==> src/rtl/ext_port_bridge.sv <==
// Host-side bridge for the CPU external port: a TX FIFO (CPU OUT -> host) and an RX FIFO (host -> CPU IN).
// Optional EXT_PORT_STALL_EN adds cpu_stall back-pressure so that a full TX FIFO never drops a byte.
module ext_port_bridge #(
   parameter int          DEPTH     = 4,
   parameter int          AW        = 2,
   parameter logic [7:0]  EMPTY_VAL = 8'h00
) (
   input  logic          clk,
   input  logic          rst,
   input  logic [7:0]    cpu_ext_out,
   input  logic          cpu_out_stb,
   output logic [7:0]    cpu_ext_in,
   input  logic          cpu_in_stb,
   output logic          cpu_in_empty,
   output logic [7:0]    host_rx_data,
   output logic          host_rx_valid,
   input  logic          host_rx_ready,
   input  logic [7:0]    host_tx_data,
   input  logic          host_tx_valid,
   output logic          host_tx_ready,
   output logic [AW:0]   out_level,
   output logic          ovf_sticky
`ifdef EXT_PORT_STALL_EN
   ,
   output logic          cpu_stall
`endif
);

   localparam logic [AW:0] PTR_ONE = {{AW{1'b0}}, 1'b1};

   logic [7:0]  omem [DEPTH];
   logic [7:0]  imem [DEPTH];

   logic [AW:0] owp_q, owp_d, orp_q, orp_d;
   logic [AW:0] iwp_q, iwp_d, irp_q, irp_d;
   logic        ovf_q, ovf_d;
   logic        rdy_en_q;

   logic        out_full, out_empty, in_full, in_empty;
   logic        o_push, o_pop, i_push, i_pop;

   assign out_empty = (owp_q == orp_q);
   assign out_full  = (owp_q[AW-1:0] == orp_q[AW-1:0]) && (owp_q[AW] != orp_q[AW]);
   assign in_empty  = (iwp_q == irp_q);
   assign in_full   = (iwp_q[AW-1:0] == irp_q[AW-1:0]) && (iwp_q[AW] != irp_q[AW]);

   // Outputs the host sees are functions of registered state only.
   assign host_rx_valid = !out_empty;
   assign host_rx_data  = omem[orp_q[AW-1:0]];
   assign host_tx_ready = rdy_en_q && !in_full;
   assign cpu_in_empty  = in_empty;
   assign cpu_ext_in    = in_empty ? EMPTY_VAL : imem[irp_q[AW-1:0]];
   assign out_level     = owp_q - orp_q;
   assign ovf_sticky    = ovf_q;

   assign o_pop  = host_rx_valid && host_rx_ready;
   // A pop in the same cycle frees the slot, so a push into a full FIFO still lands.
   assign o_push = cpu_out_stb && (!out_full || o_pop);
   assign i_push = host_tx_valid && host_tx_ready;
   assign i_pop  = cpu_in_stb && !in_empty;

`ifdef EXT_PORT_STALL_EN
   assign cpu_stall = out_full && !o_pop;
`endif

   always_comb begin
      owp_d = owp_q;
      orp_d = orp_q;
      iwp_d = iwp_q;
      irp_d = irp_q;
      ovf_d = ovf_q;
      if (o_push) owp_d = owp_q + PTR_ONE;
      if (o_pop)  orp_d = orp_q + PTR_ONE;
      if (i_push) iwp_d = iwp_q + PTR_ONE;
      if (i_pop)  irp_d = irp_q + PTR_ONE;
`ifndef EXT_PORT_STALL_EN
      if (cpu_out_stb && out_full && !o_pop) ovf_d = 1'b1;
`endif
   end

   always_ff @(posedge clk or posedge rst) begin
      if (rst) begin
         owp_q    <= '0;
         orp_q    <= '0;
         iwp_q    <= '0;
         irp_q    <= '0;
         ovf_q    <= 1'b0;
         rdy_en_q <= 1'b0;
      end else begin
         owp_q    <= owp_d;
         orp_q    <= orp_d;
         iwp_q    <= iwp_d;
         irp_q    <= irp_d;
         ovf_q    <= ovf_d;
         rdy_en_q <= 1'b1;
      end
   end

   // Storage needs no reset: the pointers alone define which entries are live.
   always_ff @(posedge clk) begin
      if (o_push) omem[owp_q[AW-1:0]] <= cpu_ext_out;
      if (i_push) imem[iwp_q[AW-1:0]] <= host_tx_data;
   end

endmodule
==> config.mk <==
export PLATFORM = sky130hd
export DESIGN_NAME = ext_port_bridge
export DESIGN_NICKNAME = d
export VERILOG_FILES = /design/src/rtl/ext_port_bridge.sv
export SDC_FILE = /design/constraint.sdc
export NUM_CORES = 1
export LEC_CHECK = 0
export ABC_CLOCK_PERIOD_IN_PS = 2900
export BUFFER_PORTS_ARGS = -buffer_cell sky130_fd_sc_hd__buf_2
export CAP_MARGIN = 5
export CORE_ASPECT_RATIO = 0.75
export CORE_MARGIN = 8
export CORE_UTILIZATION = 49
export CTS_BUF_LIST = sky130_fd_sc_hd__clkbuf_16
export CTS_CLUSTER_DIAMETER = 50
export DETAILED_ROUTE_END_ITERATION = 12
export PLACE_DENSITY_LB_ADDON = 0.08
export RECOVER_POWER = 50
export SLEW_MARGIN = 20
export SYNTH_ARGS = -nofsm -noshare
export SYNTH_HDL_FRONTEND = slang
export SYNTH_SLANG_ARGS = --single-unit
export TNS_END_PERCENT = 20
==> constraint.sdc <==
create_clock -name clk -period 2.9 [get_ports clk]
set_input_delay 0.58 -clock clk [delete_from_list [all_inputs] [get_ports clk]]
set_output_delay 0.58 -clock clk [all_outputs]
set_load 0.05 [all_outputs]
==> out/metrics.yaml <==
synth.largest_area_cell: "edfxtp_1"
final_common_cell: "edfxtp_1"
drt_iter0_drc: 63
grt_start_max_net_pins: 15
critPathLaunch: "iwp_q[1]$_DFFE_PP0N_"
rsz0062_at_grt: "no"
dr.pass1.iters: 4
worstHoldPathType: "in -> async"
wl_per_cell_um: 18.3
antenna_found_initial: 0
finalHoldViolCount: 0
clkTransAtPathRegs_ps: 50
fin_skew_ps: 5.39
cts_tree: "done"
ys_ff_latch: 78
antenna_cells: 0
crit_arrival_ps: 2010
fmax_mhz: 386
critPathMaxFanout: 9
clock-sinks: 78
nets: 263
setup_viol: 0
cp-endpoint: "cpu_in_empty"
ctsResizeCount: 0
ff2ff_setup_slack_ps: 660
grt.overflow.total: 0
htreeDepth: 3
drv_cap: 0
viasPerCell: 5.25
route.detailed.drc: 0
root_buffer: "clkbuf_16"
tightest_slew_ps: 661
core_sq_mm: 0.00667
final_cell_mix: "edfxtp_1, buf_2, clkbuf_1"
layout-area-overhead-vs-synth_pct: 17.7
maxSlewViolCount: 0
via_count: 1665
yosysWarnings: 0
synth-seq-area-share_pct: 69.1
cp_cell_sequence: "xor2_1 > nor3_2 > buf_2"
holdBufCountCts: 0
grt_first_pass_wirelength_um: 9380
worst-r2r-cell-count: 5
cts_made_buffers: 9
crit_family: "simple AND/OR/NAND/NOR gates"
synth_area_sq_mm: 0.00329
synth_top_area_share_pct: 58.4
die-area_sq_mm: 0.00962
post-dp-hpwl_um: 4160
max_stage_delay_ps: 600
clkLatencyLatePin_ps: 330
post_synth_num_cell_types: 34
clk_path_buf_depth: 2
slowest_stage: "nor3_2"
drive_above_1_share_pct: 27.5
tns_ps: 0
slew_headroom_pct: 55.7
yosys-top-cells-area: "edfxtp_1, mux4_2, dfrtp_1, ha_1, xnor2_1"
portBuffers: 44
ant_nets: 0
gp_congestion: 0.734
grt_use_total_pct: 12.8
chipWidth_um: 111
status: "finished clean"
cp-start-kind: "flop"
path_class: "reg -> out"
rows: 26
holdWs_ps: 300
cp_num_buf_inv: 1
end_kind: "output port"
finalCriticalPeriod_ps: 2590
ioPinCount: 45
fin_crit_sh_pct: 89.4
reg2reg_to: "omem[0][5]$_DFFE_PP_"
dieHeight_um: 87.0
syn_area_per_cell_sq_um: 19.0
postCtsSetupBuffers: 0
fin_util_pct: 58.1
worstReg2RegStart: "orp_q[1]$_DFFE_PP0P_"
initial_core_util_pct: 49.3
syn_nets: 208
grt_pass1_vias: 1800
cp.depth: 3
postSynthCellCount: 173
wl_um: 5810
worstPathRequired_ps: 2320
==> metrics by stage <==
step,setup WS [ps],cells,cell area [sq um]
2_1_floorplan,227,173,3290
3_3_place_gp,713,301,3620
3_5_place_dp,614,301,3620
4_1_cts,282,317,3910
5_1_grt,187,317,3870
6_report,308,317,3870
==> flip-flops by register name (all words and copies together), names as in the netlist <==
signal      count
iwp_q           3
owp_q           3
orp_q           3
rdy_en_q        1
imem           32
irp_q           3
omem           32
ovf_sticky      1
==> worst register-to-register path, delay by kind of cell, from the launching register on <==
kind | cells | cell delay (ps)
flip-flops | 1 | 670
buffers and inverters | 1 | 100
AND/OR/NAND/NOR | 2 | 570
AO/OA/AOI/OAI | 1 | 250
adder cells (fa/ha/maj) | 1 | 300
==> worst min-delay path by stage <==
stage | endpoint | slack, ps
after floorplan | irp_q[0]$_DFFE_PP0P_ | 470
after global placement | ovf_sticky$_DFFE_PP0P_ | 440
after detailed placement | ovf_sticky$_DFFE_PP0P_ | 440
after CTS | rdy_en_q$_DFF_PP0_ | 310
after global routing | orp_q[2]$_DFFE_PP0P_ | 340
final | iwp_q[1]$_DFFE_PP0N_ | 300
==> cell families (layout without fill, tap and decap cells) <==
group,Yosys count,in the layout,synth area share [%]
xor+xnor,15,15,4.45
buf+inv,13,73,1.86
other cells,1,1,0.114
fa+ha+maj,13,13,5.17
flops,78,78,69.1
mux,20,20,12.3
compound gates,12,12,3.16
simple gates,21,21,3.84
==> layout make-up <==
type                            count  area, sq um
Clock buffer                        9          225
Clock inverter                      7         66.3
Fill cell                         519         2800
Inverter                            9         33.8
Multi-Input combinational cell     82          945
Sequential cell                    78         2270
Tap cell                           84          105
Timing Repair Buffer               48          225
==> synth_stat cells <==
master / count
edfxtp_1: 64
mux4_2: 16
dfrtp_1: 14
ha_1: 12
inv_1: 9
xnor2_1: 9
nor2b_1: 8
and2_1: 6
xor2_1: 4
a31oi_1: 2
mux2_1: 2
mux2_2: 2
nand2_1: 2
nand3_1: 2
xor2_2: 2
a211o_1: 1
a211oi_1: 1
a21o_1: 1
a31oi_2: 1
buf_2: 1
buf_4: 1
buf_6: 1
clkbuf_1: 1
conb_1: 1
fa_1: 1
nor3_1: 1
nor3_2: 1
nor4_1: 1
o211a_1: 1
o21ai_0: 1
o311a_1: 1
o311ai_0: 1
o31a_1: 1
o31ai_2: 1
==> per-layer routing <==
layer	wire length (um)	up-vias	global-route usage (%)
met5	0	-	0
met4	43	0	3.67
met3	332	4	6.06
met2	2660	50	19.2
met1	2780	839	16.3
li1	-	772	-
Power is left out: the tool's default activity adds up to more than one toggle a clock period on the data nets, which glitch-free logic cannot reach.
